$ cat config.mk
export PLATFORM = sky130hd
export DESIGN_NAME = spadm_wctl
export DESIGN_NICKNAME = d
export VERILOG_FILES = /design/src/rtl/spadm_wctl.sv
export SDC_FILE = /design/constraint.sdc
export NUM_CORES = 1
export LEC_CHECK = 0
export ABC_AREA = 1
export CAP_MARGIN = 20
export CORE_MARGIN = 1
export CORE_UTILIZATION = 39
export DETAILED_ROUTE_END_ITERATION = 7
export GPL_ROUTABILITY_DRIVEN = 0
export GPL_TIMING_DRIVEN = 0
export PLACE_DENSITY = 0.82
export SYNTH_ARGS = -nofsm -noshare
export SYNTH_HDL_FRONTEND = slang
export SYNTH_SLANG_ARGS = --single-unit
$ cat constraint.sdc
create_clock -name clk -period 2 [get_ports clk]
set_clock_uncertainty 0.2 [all_clocks]
set_input_delay 0.3 -clock clk [delete_from_list [all_inputs] [get_ports clk]]
set_output_delay 0.3 -clock clk [all_outputs]
set_load 0.005 [all_outputs]
$ cat src/rtl/spadm_wctl.sv
// Write scheduler and address arbiter in front of the M scratchpad RAM.
// Define SPADM_BYPASS_EN to serve same-address reads from the W bus instead of stalling.
module spadm_wctl (
  input  logic       clk,
  input  logic       reset_l,
  input  logic       stall_h,
  input  logic       rd_en_h,
  input  logic [3:0] rd_spa_h,
  input  logic       wr_req_h,
  input  logic [3:0] wr_spa_h,
  input  logic [1:0] wr_size_h,
  input  logic [1:0] wr_boff_h,
  output logic [3:0] mspa_h,
  output logic [3:0] spw_l,
  output logic       mcs_tmp_l,
  output logic       busy_h,
  output logic       byp_h,
  output logic       pend_h
);

  typedef enum logic {StIdle = 1'b0, StCommit = 1'b1} state_e;

  state_e     state_q, state_d;
  logic [3:0] pend_spa_q, pend_spa_d;
  logic [3:0] pend_be_q, pend_be_d;
  logic [3:0] wr_be;

  // Word masks are truncated at the longword boundary rather than wrapped.
  always_comb begin
    case (wr_size_h)
      2'b00:   wr_be = 4'b0001 << wr_boff_h;
      2'b01:   wr_be = 4'b0011 << wr_boff_h;
      default: wr_be = 4'hF;
    endcase
  end

  always_comb begin
    mspa_h    = rd_spa_h;
    mcs_tmp_l = ~rd_en_h;
    spw_l     = 4'hF;
    busy_h    = 1'b0;
    byp_h     = 1'b0;
    pend_h    = 1'b0;
    if (state_q == StCommit && !stall_h) begin
      mspa_h    = pend_spa_q;
      spw_l     = ~pend_be_q;
      mcs_tmp_l = 1'b1;
      pend_h    = 1'b1;
      if (rd_en_h) begin
`ifdef SPADM_BYPASS_EN
        if (rd_spa_h == pend_spa_q) begin
          byp_h = 1'b1;
        end else begin
          busy_h = 1'b1;
        end
`else
        busy_h = 1'b1;
`endif
      end
    end
  end

  always_comb begin
    state_d    = state_q;
    pend_spa_d = pend_spa_q;
    pend_be_d  = pend_be_q;
    if (!stall_h) begin
      if (busy_h) begin
        // The write commits now; the replayed microword is captured next cycle.
        state_d = StIdle;
      end else begin
        state_d    = wr_req_h ? StCommit : StIdle;
        pend_spa_d = wr_spa_h;
        pend_be_d  = wr_be;
      end
    end
  end

  always_ff @(posedge clk or negedge reset_l) begin
    if (!reset_l) begin
      state_q    <= StIdle;
      pend_spa_q <= 4'h0;
      pend_be_q  <= 4'h0;
    end else begin
      state_q    <= state_d;
      pend_spa_q <= pend_spa_d;
      pend_be_q  <= pend_be_d;
    end
  end

endmodule

==> results of run 1 <==
[stage by stage]
step           std cells  utilization, %  hold slack, ns
2_1_floorplan         65               -          -0.196
3_3_place_gp         106            68.4           0.298
3_5_place_dp         106            68.4           0.309
4_1_cts              113            71.9           0.146
5_1_grt              114            73.4           0.151
6_report             114            73.4           0.131
[registers in the layout, summed over array words and instances (netlist names)]
register    cells
pend_be_q       4
pend_spa_q      4
state_q         1
[worst register-to-register path: cells and delay by family (launching register included)]
family          cells  cell delay [ns]
compound gates      2             0.26
buf+inv             3             0.42
flops               1             0.40
simple gates        1             0.07
[power groups by stage]
stage / Clock (mW) / Sequential (mW) / Combinational (mW)
floorplan: 0 / 0.216 / 0.0713
global placement: 0 / 0.218 / 0.149
detailed placement: 0 / 0.219 / 0.152
CTS: 0.141 / 0.214 / 0.156
global route: 0.157 / 0.217 / 0.170
finish: 0.138 / 0.215 / 0.154
[cell usage in the layout, fill, tap and decap left out, types with 2 or more instances in the layout]
cell,synthesis,layout
a21oi_2,2,2
nand2_1,21,21
a21oi_1,2,2
dlymetal6s2s_1,0,4
clkdlybuf4s50_1,0,17
inv_1,9,9
nor2_1,5,5
buf_4,1,5
dlygate4sd2_1,0,6
dfrtp_1,9,9
clkbuf_4,0,3
o21ai_2,4,4
o21ai_1,4,4
[routing by layer]
| metal | global-route usage, % | up-vias | routed length (um) |
|---|---|---|---|
| met5 | 0 | - | 0 |
| met4 | 13.4 | 0 | 39 |
| met3 | 4.07 | 5 | 99 |
| met2 | 31.8 | 25 | 531 |
| met1 | 21.7 | 219 | 492 |
| li1 | - | 266 | - |
[Yosys cell counts (all sizes together)]
cell / n
a22o: 1
nand3: 1
inv: 11
nand2: 21
buf: 2
conb: 1
dfrtp: 9
a21oi: 5
o21ai: 8
nor2: 6
[worst max-delay path by stage]
stage	end	from	cells after the start	slack (ns)
after floorplan	mspa_h[0]	state_q$_DFFE_PN0N_	5	0.69
after global placement	mspa_h[0]	stall_h	5	-0.27
after detailed placement	mspa_h[0]	stall_h	5	-0.28
after CTS	spw_l[2]	state_q$_DFFE_PN0N_	5	-0.008
after global routing	mcs_tmp_l	state_q$_DFFE_PN0N_	5	-0.06
final	pend_h	state_q$_DFFE_PN0N_	4	0.02
[kinds of logic after synthesis]
family | count (synthesis) | share of synthesized area (%)
AOI/OAI and AO/OA | 14 | 21.0
DFF | 9 | 43.9
and+or+nand+nor | 28 | 22.2
other | 1 | 0.731
buffers and inverters | 13 | 12.2
[timing repair]
action                                  CTS  global route
resized for setup                         6             4
endpoints found under the setup margin   11             6
setup buffers                             3             1
pin swaps                                 1             1
[cell type report]
cell class / count / area (um2) / share of cell area, %
multi-input combinational: 43 / 225 / 26.2
clock buffer: 4 / 26.3 / 3.06
timing repair buffer: 31 / 303 / 35.2
sequential: 9 / 225 / 26.2
tap: 14 / 17.5 / 2.04
buffer: 2 / 18.8 / 2.18
inverter: 11 / 43.8 / 5.09
==> summary.txt, run 1 <==
Pwr
  – Maximum VDD drop: 0.000366 V
  – P_leak: 0.424 nW
  – Power Density: 590 nW/um2
  – Clock Power Share: 27.2%
  – Combinational Power Share: 30.4%
  – Sw power: 0.140 mW
  – Int Power: 0.367 mW
  – Total power: 0.507 mW
  – Switching Share: 27.6%
  – Sequential power share: 42.4%

Critical path
  – Slowest stage delay, CP: 0.49 ns
  – CP Cell Sequence: inv_2 > nor2_4 > buf_4 > clkdlybuf4s50_1
  – Crit Path Class: reg -> out
  – Critical Path Sink Type: output pin
  – Worst reg2reg path endpoint: pend_be_q[0]$_DFFE_PN0P_
  – R2R Path Start: state_q$_DFFE_PN0N_
  – Slowest cell on crit path: clkdlybuf4s50_1
  – Worst Path Arrival: 1.48 ns
  – Crit path max-delay family: buffers and inverters
  – Setup slack, reg-to-reg: 0.53 ns
  – Worst-path fanout max: 4
  – CP startpoint kind: register
  – Bufs and invs on worst path: 3
  – Worst Reg2Reg Path Length in Cells: 6
  – Critical Path RT: 1.50 ns

Global route
  – Antenna violations before repair: 0
  – Gr ovfl total: 0
  – GRT Resource Usage Total: 19.2%
  – Largest net degree at the start of global routing: 11
  – Global-route wire length before repair: 1.81 mm
  – Vias in the first global route: 444

Timing
  – Period Utilization, post-route: 99.2%
  – Unrepaired setup endpoints after global routing: yes
  – Setup_tns: 0 ns
  – Slew Limit Fails: 0
  – Final setup margin: 0.0168 ns
  – Hold Vio Cnt, Final: 0
  – Final Setup Violations: 0
  – Highest Clock Rate: 504 MHz
  – Tmin final: 1.98 ns

Flow run
  – MaxCap Viol Count: 0

Run status
  – Status: completed

Cells and area
  – Final non-filler cell area: 860 um2
  – # fillers: 84
  – Number of diodes: 0
  – Layout cells sized above 1: 19.0%
  – Area Overhead vs Synth: 67.6%
  – Fin nets: 118

Yosys
  – Register area share after synthesis: 43.9%
  – Yosys synthesis warning count: 0
  – Dominant cell type by area after synthesis: dfrtp_1
  – FF+latch count, synth: 9
  – Area contributors post-synth: dfrtp_1, nand2_1, o21ai_2, inv_1, o21ai_1
  – Syn_area_per_cell: 7.89 um2
  – Synthesized area: 513 um2
  – Yosys top cell area share: 43.9%
  – Post-synth net total: 82
  – Post-Syn Instances: 65
  – Distinct cell type count after synthesis: 17

Placement
  – Hpwl dp: 865 um
  – PortBufs: 27
  – DP Area: 801 um2
  – Post-Place Worst Slack: -0.281 ns

Die
  – Die Width: 38.3 um
  – # rows: 12
  – Starting Density: 43.8%
  – I/O pins: 29
  – Die Span Y: 38.3 um
  – Die area: 1460 um2
  – Core box area: 1170 um2

Route
  – DR WL/cell: 10.2 um
  – 1st-pass router iterations: 4
  – Final ANT Viol Nets: 0
  – Vias per cell: 4.52
  – DRC violations left: 0
  – WL final: 1.16 mm
  – Vias: 515
  – DR iter-0 viols: 10

Hold path
  – Worst Hold Class: in -> async

Clock network
  – Num CTS Buffers: 3
  – Clk_lat worst skew: 0.26 ns
  – Clock Path Buffers: 2
  – Number of buffers inserted by hold repair at cts: 0
  – CTS Root Cell: clkbuf_4
  – H-tree depth: 1
  – CTS tree: built
  – CTS sink cnt: 9
  – Clock-pin slew on the worst setup and hold paths: 0.06 ns
(Power assumes the default switching activity.)
==> inputs of run 2 (changes only) <==
--- a/config.mk
+++ b/config.mk
@@ -6,7 +6,6 @@
 export NUM_CORES = 1
 export LEC_CHECK = 0
 export ABC_AREA = 1
-export CAP_MARGIN = 20
 export CORE_MARGIN = 1
 export CORE_UTILIZATION = 39
 export DETAILED_ROUTE_END_ITERATION = 7
==> results of run 2 <==
No change in the layout: final DEF, timing and power equal those of run 1.
==> inputs of run 3 (changes only) <==
--- a/config.mk
+++ b/config.mk
@@ -6,12 +6,14 @@
 export NUM_CORES = 1
 export LEC_CHECK = 0
 export ABC_AREA = 1
+export CELL_PAD_IN_SITES_DETAIL_PLACEMENT = 0
+export CELL_PAD_IN_SITES_GLOBAL_PLACEMENT = 1
 export CORE_MARGIN = 1
-export CORE_UTILIZATION = 39
+export CORE_UTILIZATION = 26
 export DETAILED_ROUTE_END_ITERATION = 7
 export GPL_ROUTABILITY_DRIVEN = 0
 export GPL_TIMING_DRIVEN = 0
-export PLACE_DENSITY = 0.82
+export PLACE_DENSITY_LB_ADDON = 0.1
 export SYNTH_ARGS = -nofsm -noshare
 export SYNTH_HDL_FRONTEND = slang
 export SYNTH_SLANG_ARGS = --single-unit
==> summary.txt, run 3 (synthesized netlist as in run 1, its figures left out) <==
Global route
  – GRT Resource Usage Total: 11.6%
  – GR Layer Usage met1: 11.2%
  – Vias in the first global route: 415
  – Gr ovfl total: 0
  – GR Util met2: 18.9%
  – Busiest metal layer after global routing: met2
  – Largest net degree at the start of global routing: 11
  – Global-route wire length before repair: 1.63 mm
  – Met3 usage: 2.75%
  – Antenna violations before repair: 0

Die
  – I/O pins: 29
  – Die area: 2150 um2
  – Starting Density: 28.8%
  – Die Width: 46.4 um
  – Core box area: 1780 um2
  – # rows: 15
  – Die Span Y: 46.4 um

Cells and area
  – Biggest regs: pend_be_q (4), pend_spa_q (4), state_q (1)
  – Register area: 225 um2
  – # fillers: 187
  – Area occupied by multi-input gates: 225 um2
  – Layout cells sized above 1: 20.0%
  – Commonest non-fill, non-tap cells in the layout: nand2_1, clkdlybuf4s50_1, inv_1, dfrtp_1
  – Finished Core Util: 49.4%
  – Area Overhead vs Synth: 71.7%
  – Most common cell after layout, fill and taps aside: nand2_1
  – Number of diodes: 0
  – Fin nets: 118
  – Fin cells: 125

Route
  – DR WL/cell: 8.82 um
  – Final ANT Viol Nets: 0
  – Vias: 498
  – 1st-pass router iterations: 1
  – DR iter-0 viols: 0
  – Vias per cell: 3.98
  – DRC violations left: 0
  – WL final: 1.10 mm

Critical path
  – Setup slack, reg-to-reg: 0.53 ns
  – R2R Path Start: state_q$_DFFE_PN0N_
  – Worst Reg2Reg Path Length in Cells: 6
  – Critical Path Sink Type: output pin
  – Worst reg2reg path endpoint: pend_be_q[0]$_DFFE_PN0P_
  – Worst Path Arrival: 1.49 ns
  – Worst-path fanout max: 5
  – Crit Path Class: reg -> out
  – CP startpoint kind: register
  – Critical Path RT: 1.50 ns

Clock network
  – Clock Path Buffers: 2
  – CTS tree: built
  – Clock-pin slew on the worst setup and hold paths: 0.07 ns
  – Number of buffers inserted by hold repair at cts: 0
  – H-tree depth: 1
  – CTS Root Cell: clkbuf_4
  – Clk_lat worst skew: 0.27 ns
  – Num CTS Buffers: 3
  – CTS sink cnt: 9

Timing
  – Highest Clock Rate: 503 MHz
  – Unrepaired setup endpoints after global routing: yes
  – Final Setup Violations: 0
  – Period Utilization, post-route: 99.4%
  – Final setup margin: 0.0124 ns
  – Hold Vio Cnt, Final: 0
  – Tmin final: 1.99 ns
  – Slew Limit Fails: 0

Pwr
  – Sequential power share: 41.4%
  – Power Density: 585 nW/um2
  – Combinational Power Share: 29.8%
  – Int Power: 0.365 mW
  – Clock Power Share: 28.8%
  – Maximum VDD drop: 0.000239 V
  – Switching Share: 29.2%
  – Sw power: 0.150 mW
  – P_leak: 0.431 nW

Flow run
  – MaxCap Viol Count: 0

Hold path
  – Worst Hold Class: in -> async

Placement
  – Dpl cells: 117
  – Post-Place Worst Slack: -0.268 ns
  – PortBufs: 27
  – Hpwl dp: 818 um

Run status
  – Status: completed
## run 3: changes by cell type in the layout (fill, tap and decap cells not counted)
cell	before	now
dlymetal6s2s_1	4	5
dlygate4sd2_1	6	5
clkbuf_1	1	0
clkinv_4	0	1
inv_4	1	0
clkinv_2	0	1
## run 3: power groups by stage
stage                     sequential [mW]  clock [mW]  combinational [mW]
after floorplan                     0.216           0              0.0713
after global placement              0.218           0               0.151
after detailed placement            0.219           0               0.152
after CTS                           0.213       0.147               0.153
after global routing                0.216       0.164               0.169
final                               0.213       0.148               0.154
## run 3: worst max-delay path by stage
stage                                    from         to  slack, ns
final                     state_q$_DFFE_PN0N_     pend_h       0.01
after CTS                             rd_en_h     busy_h      0.004
after floorplan           state_q$_DFFE_PN0N_  mspa_h[0]       0.69
after detailed placement              stall_h  mspa_h[3]      -0.27
after global placement                stall_h  mspa_h[2]      -0.28
after global routing      state_q$_DFFE_PN0N_     pend_h      -0.08
## run 3: timing repair
| action | CTS | global route |
|---|---|---|
| cloned | 0 | 0 |
| setup endpoints to repair | 11 | 7 |
| pin swaps | 1 | 0 |
| resized for setup | 5 | 6 |
| hold endpoints to repair | 0 | 0 |
| buffers inserted | 2 | 2 |
## run 3: per-stage QoR
step / hold slack [ns] / setup TNS, ns / instance area, um2 / power [mW]
6_report: 0.124 / 0 / 881 / 0.515
4_1_cts: 0.154 / 0 / 851 / 0.513
3_5_place_dp: 0.305 / -1.93 / 815 / 0.370
3_3_place_gp: 0.302 / -1.96 / 815 / 0.369
2_1_floorplan: -0.196 / 0 / 513 / 0.288
5_1_grt: 0.160 / -0.365 / 881 / 0.549
## run 3: final cells by class
cell class	instances	share of cell area (%)
timing repair buffer	31	34.8
buffer	2	2.13
tap	25	3.55
inverter	11	5.26
sequential	9	25.6
multi-input combinational	43	25.6
clock inverter	1	0.568
clock buffer	3	2.56
## run 3: per-layer routing
layer | vias up | wire, um | part of all wire, %
li1 | 267 | - | -
met1 | 210 | 433 | 39
met2 | 17 | 557 | 51
met3 | 4 | 74 | 6.7
met4 | 0 | 38 | 3.4
met5 | - | 0 | 0
## run 3: critical path, stage by stage, from the launching register on
cell,delay (ns)
dfrtp_1,0.38
inv_2,0.05
nor2_4,0.14
buf_4,0.15
clkdlybuf4s50_1,0.49
